===== src/rtl/alu_ctrl_decode_if.sv =====
// ALU control interface: fetch-side inputs and decoded execute-side outputs.
// ALU_* operation codes follow the ALUop.vh encoding.
`ifndef ALU_XXX
`define ALU_ADD    4'd0
`define ALU_SUB    4'd1
`define ALU_SLL    4'd2
`define ALU_SLT    4'd3
`define ALU_SLTU   4'd4
`define ALU_XOR    4'd5
`define ALU_SRL    4'd6
`define ALU_SRA    4'd7
`define ALU_OR     4'd8
`define ALU_AND    4'd9
`define ALU_COPY_B 4'd10
`define ALU_XXX    4'd15
`endif

interface alu_ctrl_decode_if #(
  parameter int XLEN = 32
);
  logic            in_valid;
  logic            in_ready;
  logic [31:0]     in_inst;
  logic [XLEN-1:0] in_pc;
  logic            flush;
  logic            out_valid;
  logic            out_ready;
  logic [3:0]      out_alu_op;
  logic            out_a_sel;
  logic            out_b_sel;
  logic [XLEN-1:0] out_imm;
  logic [4:0]      out_rs1;
  logic [4:0]      out_rs2;
  logic [4:0]      out_rd;
  logic            out_reg_we;
  logic [XLEN-1:0] out_pc;
  logic            out_illegal;

  modport slave (
    input  in_valid, in_inst, in_pc, flush, out_ready,
    output in_ready, out_valid, out_alu_op, out_a_sel,
    output out_b_sel, out_imm, out_rs1, out_rs2, out_rd,
    output out_reg_we, out_pc, out_illegal
  );

  modport master (
    output in_valid, in_inst, in_pc, flush, out_ready,
    input  in_ready, out_valid, out_alu_op, out_a_sel,
    input  out_b_sel, out_imm, out_rs1, out_rs2, out_rd,
    input  out_reg_we, out_pc, out_illegal
  );
endinterface


===== src/rtl/alu_ctrl_decode.sv =====
// RV32I decode to ALU controls with a registered valid/ready stage.
// Optional ALU_CTRL_DECODE_SKID_EN adds a skid entry and a registered in_ready.
module alu_ctrl_decode #(
  parameter int XLEN = 32
) (
  input logic             clk,
  input logic             rst,
  alu_ctrl_decode_if.slave bus
);

  typedef struct packed {
    logic [3:0]      alu_op;
    logic            a_sel;
    logic            b_sel;
    logic [XLEN-1:0] imm;
    logic [4:0]      rs1;
    logic [4:0]      rs2;
    logic [4:0]      rd;
    logic            reg_we;
    logic [XLEN-1:0] pc;
    logic            illegal;
  } entry_t;

  localparam entry_t RST_ENT = '{
    alu_op: `ALU_XXX,
    default: '0
  };

  localparam logic [6:0] OPC_R    = 7'b0110011;
  localparam logic [6:0] OPC_I    = 7'b0010011;
  localparam logic [6:0] OPC_LUI  = 7'b0110111;
  localparam logic [6:0] OPC_AUI  = 7'b0010111;
  localparam logic [6:0] OPC_LD   = 7'b0000011;
  localparam logic [6:0] OPC_ST   = 7'b0100011;
  localparam logic [6:0] OPC_JALR = 7'b1100111;
  localparam logic [6:0] OPC_JAL  = 7'b1101111;
  localparam logic [6:0] OPC_BR   = 7'b1100011;

  logic [31:0] inst;
  logic [6:0]  opc;
  logic [2:0]  f3;
  logic [6:0]  f7;
  logic [4:0]  rd;
  logic [4:0]  rs1;
  logic [4:0]  rs2;

  assign inst = bus.in_inst;
  assign opc  = inst[6:0];
  assign rd   = inst[11:7];
  assign f3   = inst[14:12];
  assign rs1  = inst[19:15];
  assign rs2  = inst[24:20];
  assign f7   = inst[31:25];

  function automatic logic [3:0] f3_op(
    input logic [2:0] fn,
    input logic       alt
  );
    logic [3:0] op;
    op = `ALU_XXX;
    case (fn)
      3'b000: op = alt ? `ALU_SUB : `ALU_ADD;
      3'b001: op = `ALU_SLL;
      3'b010: op = `ALU_SLT;
      3'b011: op = `ALU_SLTU;
      3'b100: op = `ALU_XOR;
      3'b101: op = alt ? `ALU_SRA : `ALU_SRL;
      3'b110: op = `ALU_OR;
      3'b111: op = `ALU_AND;
      default: op = `ALU_XXX;
    endcase
    return op;
  endfunction

  logic        is_r, is_i, is_lui, is_aui;
  logic        is_ld, is_st, is_jalr, is_jal, is_br;
  logic        ill;
  logic        we;
  logic        use1;
  logic        use2;
  logic [3:0]  op;
  logic signed [31:0] imm32;
  logic        sh;
  entry_t      dec;

  assign is_r    = opc == OPC_R;
  assign is_i    = opc == OPC_I;
  assign is_lui  = opc == OPC_LUI;
  assign is_aui  = opc == OPC_AUI;
  assign is_ld   = opc == OPC_LD;
  assign is_st   = opc == OPC_ST;
  assign is_jalr = opc == OPC_JALR;
  assign is_jal  = opc == OPC_JAL;
  assign is_br   = opc == OPC_BR;
  assign sh      = f3 == 3'b001 || f3 == 3'b101;

  always_comb begin
    dec   = '0;
    op    = `ALU_ADD;
    imm32 = '0;
    ill   = 1'b0;
    we    = 1'b0;
    use1  = 1'b0;
    use2  = 1'b0;
    unique case (1'b1)
      is_r: begin
        we   = 1'b1;
        use1 = 1'b1;
        use2 = 1'b1;
        op   = f3_op(f3, f7[5]);
        ill  = !(f7 == 7'h00 ||
                 (f7 == 7'h20 && (f3 == 3'b000 || f3 == 3'b101)));
      end
      is_i: begin
        we        = 1'b1;
        use1      = 1'b1;
        dec.b_sel = 1'b1;
        op        = f3_op(f3, f3 == 3'b101 && f7[5]);
        imm32     = {{20{inst[31]}}, inst[31:20]};
        // shifts carry only the shamt; upper imm bits select SRL/SRA
        if (sh) begin
          imm32 = {27'b0, inst[24:20]};
          ill   = !(f7 == 7'h00 || (f3 == 3'b101 && f7 == 7'h20));
        end
      end
      is_lui: begin
        we        = 1'b1;
        dec.b_sel = 1'b1;
        op        = `ALU_COPY_B;
        imm32     = {inst[31:12], 12'b0};
      end
      is_aui: begin
        we        = 1'b1;
        dec.a_sel = 1'b1;
        dec.b_sel = 1'b1;
        imm32     = {inst[31:12], 12'b0};
      end
      is_ld: begin
        we        = 1'b1;
        use1      = 1'b1;
        dec.b_sel = 1'b1;
        imm32     = {{20{inst[31]}}, inst[31:20]};
        ill       = f3 == 3'b011 || f3[2:1] == 2'b11;
      end
      is_st: begin
        use1      = 1'b1;
        use2      = 1'b1;
        dec.b_sel = 1'b1;
        imm32     = {{20{inst[31]}}, inst[31:25], inst[11:7]};
        ill       = f3[2] || f3 == 3'b011;
      end
      is_jalr: begin
        we        = 1'b1;
        use1      = 1'b1;
        dec.b_sel = 1'b1;
        imm32     = {{20{inst[31]}}, inst[31:20]};
        ill       = f3 != 3'b000;
      end
      is_jal: begin
        we        = 1'b1;
        dec.a_sel = 1'b1;
        dec.b_sel = 1'b1;
        imm32     = {{11{inst[31]}}, inst[31], inst[19:12],
                     inst[20], inst[30:21], 1'b0};
      end
      is_br: begin
        use1      = 1'b1;
        use2      = 1'b1;
        dec.a_sel = 1'b1;
        dec.b_sel = 1'b1;
        imm32     = {{19{inst[31]}}, inst[31], inst[7],
                     inst[30:25], inst[11:8], 1'b0};
        ill       = f3[2:1] == 2'b01;
      end
      default: ill = 1'b1;
    endcase
    dec.alu_op  = ill ? `ALU_XXX : op;
    dec.illegal = ill;
    dec.reg_we  = we && !ill && rd != 5'd0;
    dec.imm     = XLEN'(imm32);
    dec.rs1     = use1 ? rs1 : 5'd0;
    dec.rs2     = use2 ? rs2 : 5'd0;
    dec.rd      = rd;
    dec.pc      = bus.in_pc;
  end

  entry_t out_q;
  logic   out_v;

`ifdef ALU_CTRL_DECODE_SKID_EN
  entry_t skid_q;
  logic   skid_v;
  logic   acc;
  logic   free;

  assign bus.in_ready = !skid_v;
  assign acc  = bus.in_valid && !skid_v;
  assign free = !out_v || bus.out_ready;

  always_ff @(posedge clk) begin
    if (rst) begin
      out_q  <= RST_ENT;
      out_v  <= 1'b0;
      skid_q <= RST_ENT;
      skid_v <= 1'b0;
    end else if (flush_i()) begin
      out_v  <= 1'b0;
      skid_v <= 1'b0;
    end else if (free) begin
      // skid holds the older entry, so it drains before new input
      if (skid_v) begin
        out_q  <= skid_q;
        out_v  <= 1'b1;
        skid_v <= 1'b0;
      end else begin
        out_v <= acc;
        if (acc) out_q <= dec;
      end
    end else if (acc) begin
      skid_q <= dec;
      skid_v <= 1'b1;
    end
  end
`else
  assign bus.in_ready = !out_v || bus.out_ready;

  always_ff @(posedge clk) begin
    if (rst) begin
      out_q <= RST_ENT;
      out_v <= 1'b0;
    end else if (flush_i()) begin
      out_v <= 1'b0;
    end else if (bus.in_ready) begin
      out_v <= bus.in_valid;
      if (bus.in_valid) out_q <= dec;
    end
  end
`endif

  function automatic logic flush_i();
    return bus.flush;
  endfunction

  assign bus.out_valid   = out_v;
  assign bus.out_alu_op  = out_q.alu_op;
  assign bus.out_a_sel   = out_q.a_sel;
  assign bus.out_b_sel   = out_q.b_sel;
  assign bus.out_imm     = out_q.imm;
  assign bus.out_rs1     = out_q.rs1;
  assign bus.out_rs2     = out_q.rs2;
  assign bus.out_rd      = out_q.rd;
  assign bus.out_reg_we  = out_q.reg_we;
  assign bus.out_pc      = out_q.pc;
  assign bus.out_illegal = out_q.illegal;

endmodule


===== src/flat_wrapper.sv =====
// flat-port wrapper written by rule: the top's interface ports become plain ports
module alu_ctrl_decode_flat 
#(
  parameter int XLEN = 32
)
  (clk, rst, bus_in_valid, bus_in_inst, bus_in_pc, bus_flush, bus_out_ready, bus_in_ready, bus_out_valid, bus_out_alu_op, bus_out_a_sel, bus_out_b_sel, bus_out_imm, bus_out_rs1, bus_out_rs2, bus_out_rd, bus_out_reg_we, bus_out_pc, bus_out_illegal);
  alu_ctrl_decode_if #(.XLEN(XLEN)) bus_i ();
  input logic clk;
  input logic rst;
  input wire logic [$bits(bus_i.in_valid)-1:0] bus_in_valid;
  input wire logic [$bits(bus_i.in_inst)-1:0] bus_in_inst;
  input wire logic [$bits(bus_i.in_pc)-1:0] bus_in_pc;
  input wire logic [$bits(bus_i.flush)-1:0] bus_flush;
  input wire logic [$bits(bus_i.out_ready)-1:0] bus_out_ready;
  output wire logic [$bits(bus_i.in_ready)-1:0] bus_in_ready;
  output wire logic [$bits(bus_i.out_valid)-1:0] bus_out_valid;
  output wire logic [$bits(bus_i.out_alu_op)-1:0] bus_out_alu_op;
  output wire logic [$bits(bus_i.out_a_sel)-1:0] bus_out_a_sel;
  output wire logic [$bits(bus_i.out_b_sel)-1:0] bus_out_b_sel;
  output wire logic [$bits(bus_i.out_imm)-1:0] bus_out_imm;
  output wire logic [$bits(bus_i.out_rs1)-1:0] bus_out_rs1;
  output wire logic [$bits(bus_i.out_rs2)-1:0] bus_out_rs2;
  output wire logic [$bits(bus_i.out_rd)-1:0] bus_out_rd;
  output wire logic [$bits(bus_i.out_reg_we)-1:0] bus_out_reg_we;
  output wire logic [$bits(bus_i.out_pc)-1:0] bus_out_pc;
  output wire logic [$bits(bus_i.out_illegal)-1:0] bus_out_illegal;
  assign bus_i.in_valid = bus_in_valid;
  assign bus_i.in_inst = bus_in_inst;
  assign bus_i.in_pc = bus_in_pc;
  assign bus_i.flush = bus_flush;
  assign bus_i.out_ready = bus_out_ready;
  assign bus_in_ready = bus_i.in_ready;
  assign bus_out_valid = bus_i.out_valid;
  assign bus_out_alu_op = bus_i.out_alu_op;
  assign bus_out_a_sel = bus_i.out_a_sel;
  assign bus_out_b_sel = bus_i.out_b_sel;
  assign bus_out_imm = bus_i.out_imm;
  assign bus_out_rs1 = bus_i.out_rs1;
  assign bus_out_rs2 = bus_i.out_rs2;
  assign bus_out_rd = bus_i.out_rd;
  assign bus_out_reg_we = bus_i.out_reg_we;
  assign bus_out_pc = bus_i.out_pc;
  assign bus_out_illegal = bus_i.out_illegal;
  alu_ctrl_decode #(.XLEN(XLEN)) u_core (.clk(clk), .rst(rst), .bus(bus_i));
endmodule

===== config.mk =====
export PLATFORM = sky130hd
export DESIGN_NAME = alu_ctrl_decode_flat
export DESIGN_NICKNAME = d
export VERILOG_FILES = /design/src/rtl/alu_ctrl_decode_if.sv /design/src/rtl/alu_ctrl_decode.sv /design/src/flat_wrapper.sv
export SDC_FILE = /design/constraint.sdc
export NUM_CORES = 1
export LEC_CHECK = 0
export ABC_AREA = 1
export ABC_CLOCK_PERIOD_IN_PS = 1500
export BUFFER_PORTS_ARGS = -buffer_cell sky130_fd_sc_hd__buf_4
export CORE_ASPECT_RATIO = 0.75
export CORE_MARGIN = 2
export CORE_UTILIZATION = 49
export CTS_BUF_LIST = sky130_fd_sc_hd__clkbuf_16
export DETAILED_ROUTE_END_ITERATION = 8
export PLACE_DENSITY = 0.77
export SLEW_MARGIN = 20
export SYNTH_ARGS = -nofsm -noshare
export SYNTH_HDL_FRONTEND = slang
export SYNTH_SLANG_ARGS = --single-unit
export TNS_END_PERCENT = 50

===== constraint.sdc =====
create_clock -name clk -period 1.5 [get_ports clk]
set_input_delay 0.3 -clock clk [delete_from_list [all_inputs] [get_ports clk]]
set_output_delay 0.3 -clock clk [all_outputs]
set_load 0.05 [all_outputs]

==> metrics.cfg <==
[detailed_routing]
routed_wl_mm=12.87
drt_pass1_iterations=5
detail-route-antenna-nets=0
dr.first_iter.drc_count=338
route.detailed.wl_per_inst_um=14.76
drc_errors=0
vias_per_cell=5.200
num_vias=4534

[timing]
timing_worst_slew_pin_value_ns=0.3606
fin_crit_ns=1.408
finalWorstSetupSlack_ns=0.09165
hold_viol_final=0
rsz0062_at_grt=yes
max_slew_margin_pct=75.75
setup_viol_count_final=0
fmax_mhz=710.1
slew_viol_final=0
finClkSkew_ns=0.009091
period_share_pct=93.89

[clock_tree]
clk_pin_slew_worst_paths_ns=0.06
clock_path_buffers=2
hold_buffers=0
cts_buffers=9
cts_root_buffer=clkbuf_16
cts.sinks=88
htree_levels=3
clock_latency_ns=0.33
cts_tree=done

[job]
cap_violations=0

[worst_setup_path]
reg2reg_from=u_core.bus.out_valid
critical_path_class=reg -> out
worstPathArrival_ns=1.11
path_max_fanout=2
r2r_slack_ns=0.14
critPathLaunchType=flip-flop
cp_data_required_time_ns=1.20
r2r-end=u_core.bus.out_reg_we
end_kind=primary output
reg2reg_depth=8

[global_routing]
grt_start_max_net_pins=42
grt_usage_pct=28.90
antenna_found_initial=0
grt_pass1_vias=4203
gr-total-overflow=0
grt_pass1_wl_mm=20.44

[placed_design]
post-place-ws_ns=-0.2278
routabilityCongestion=0.9140
port_buffers=157
hpwl_mm=9.701

[synthesis]
synth.net_count=643
syn_avg_cell_area_sq_um=7.019
synthCells=574
yosys.cell_types.count=29
ys_warn_count=0
netlist_area_sq_mm=0.004029
synth_sequential_area_ratio_pct=43.73
synth_seq_cells=88

[final_layout]
area_growth_syn_to_layout_pct=48.39
finish.utilization_pct=75.51
n_antenna_cell=0
fill_cells=621
layout.nets=832
drive_above_1_share_pct=34.42

[min_path]
hold_end=u_core.bus.out_valid
min_path_cells=2
hold_path.class=in -> reg
min_from=bus_flush

[pwr]
leakage_uw=0.002885
p_per_area_mw_per_mm2=1013
peakVddDrop_v=0.0007126

[floorplan]
die_w_um=108.7
die_area_sq_mm=0.008971
ios=158
initial_core_util_pct=50.88
rows=28
core_sq_mm=0.007918
die-height_um=82.53

[outcome]
status=completed

[placed cells by master, fill, tap and decap left out, drive strengths merged]
master,synthesis,routed
inv,35,37
dfxtp,88,88
a41oi,2,2
clkbuf,16,9
clkinvlp,0,2
nand2,128,128
a211oi,2,2
buf,19,212
o21ai,75,75
nor2,94,95
a21oi,54,54
o31ai,1,1
nor3,2,2
bufinv,0,2
nand4,8,8
and2,1,1
clkinv,1,1
o221ai,1,1
nand3,47,47
[logic make-up (layout without fill, tap and decap cells)]
kind of cell / Yosys count / after routing / synth area share [%]
AOI/OAI and AO/OA: 135 / 135 / 17.70
buffers and inverters: 71 / 263 / 7.888
DFF: 88 / 88 / 43.73
and+or+nand+nor: 280 / 281 / 30.68
[state kept, by name, indices dropped and copies added (netlist names)]
| signal | count |
|---|---|
| u_core.bus.out_imm | 32 |
| u_core.bus.out_pc | 32 |
| u_core.bus.out_rd | 5 |
| u_core.bus.out_rs1 | 5 |
| u_core.bus.out_rs2 | 5 |
| u_core.bus.out_alu_op | 4 |
| u_core.bus.out_a_sel | 1 |
| u_core.bus.out_b_sel | 1 |
| u_core.bus.out_illegal | 1 |
| u_core.bus.out_reg_we | 1 |
| u_core.bus.out_valid | 1 |
[cell usage after synthesis, drive strengths merged]
cell type | count | area (sq um)
nor2 | 94 | 400.4
clkinv | 1 | 3.750
and2 | 1 | 6.260
nand4 | 8 | 50.05
nand3 | 47 | 245.2
o31ai | 1 | 7.510
a21oi | 54 | 281.5
dfxtp | 88 | 1762
buf | 19 | 122.6
nand2 | 128 | 513.0
a41oi | 2 | 17.52
inv | 35 | 131.4
clkbuf | 16 | 60.06
o221ai | 1 | 8.760
a211oi | 2 | 15.01
o21ai | 75 | 382.9
nor3 | 2 | 21.27
[area by class of cell]
cell class / instances / area, sq um / area share, %
timing repair buffer: 212 / 1645 / 27.52
inverter: 36 / 137.6 / 2.302
tap: 105 / 131.4 / 2.198
sequential: 88 / 1763 / 29.49
multi-input combinational: 416 / 1983 / 33.17
clock buffer: 9 / 225.2 / 3.767
clock inverter: 6 / 92.59 / 1.549
[worst max-delay path by stage]
stage / slack, ns / endpoint / cells after the start / start
after floorplan: 0.01 / u_core.bus.out_imm[12] / 8 / u_core.bus.out_valid
after global placement: -0.17 / u_core.bus.out_imm[21] / 11 / bus_in_inst[3]
after detailed placement: -0.23 / u_core.bus.out_imm[20] / 11 / bus_in_inst[3]
after CTS: 0.001 / u_core.bus.out_alu_op[1] / 7 / u_core.bus.out_valid
after global routing: -0.007 / u_core.bus.out_imm[21] / 11 / bus_in_inst[3]
final: 0.09 / bus_in_ready / 4 / u_core.bus.out_valid
[worst max-delay path, cell delays in order (launching register included)]
cell	delay, ns
dfxtp_2	0.32
inv_1	0.04
nor2_2	0.14
inv_1	0.09
buf_4	0.19
[through the flow]
stage	instances	area [sq um]	setup TNS, ns	hold slack (ns)	total power [uW]
6_report	872	5978	0	0.1573	6056
5_1_grt	872	5978	-0.007228	0.1472	6269
4_1_cts	871	5938	0	0.1541	6072
3_5_place_dp	856	5620	-6.192	0.4551	3674
3_3_place_gp	856	5620	-4.354	0.4523	3658
2_1_floorplan	574	4030	0	0.3710	3186
[where the power goes]
part	switching (uW)	internal, uW	total [uW]
sequential	56.8	2440	2500
clock	953	1460	2420
combinational	740	404	1140
total	1750	4310	6060
[routing by layer]
layer	track usage (%)	part of all wire [%]
met2	45.50	45
met4	5.128	0.72
met1	41.49	46
met3	5.887	7.5
met5	0	0
[repair_timing]
item	in CTS	in global routing
gates resized for setup	0	9
setup buffers	0	0
setup endpoints to repair	0	23
Note: power is estimated with default switching activity, not from simulation.
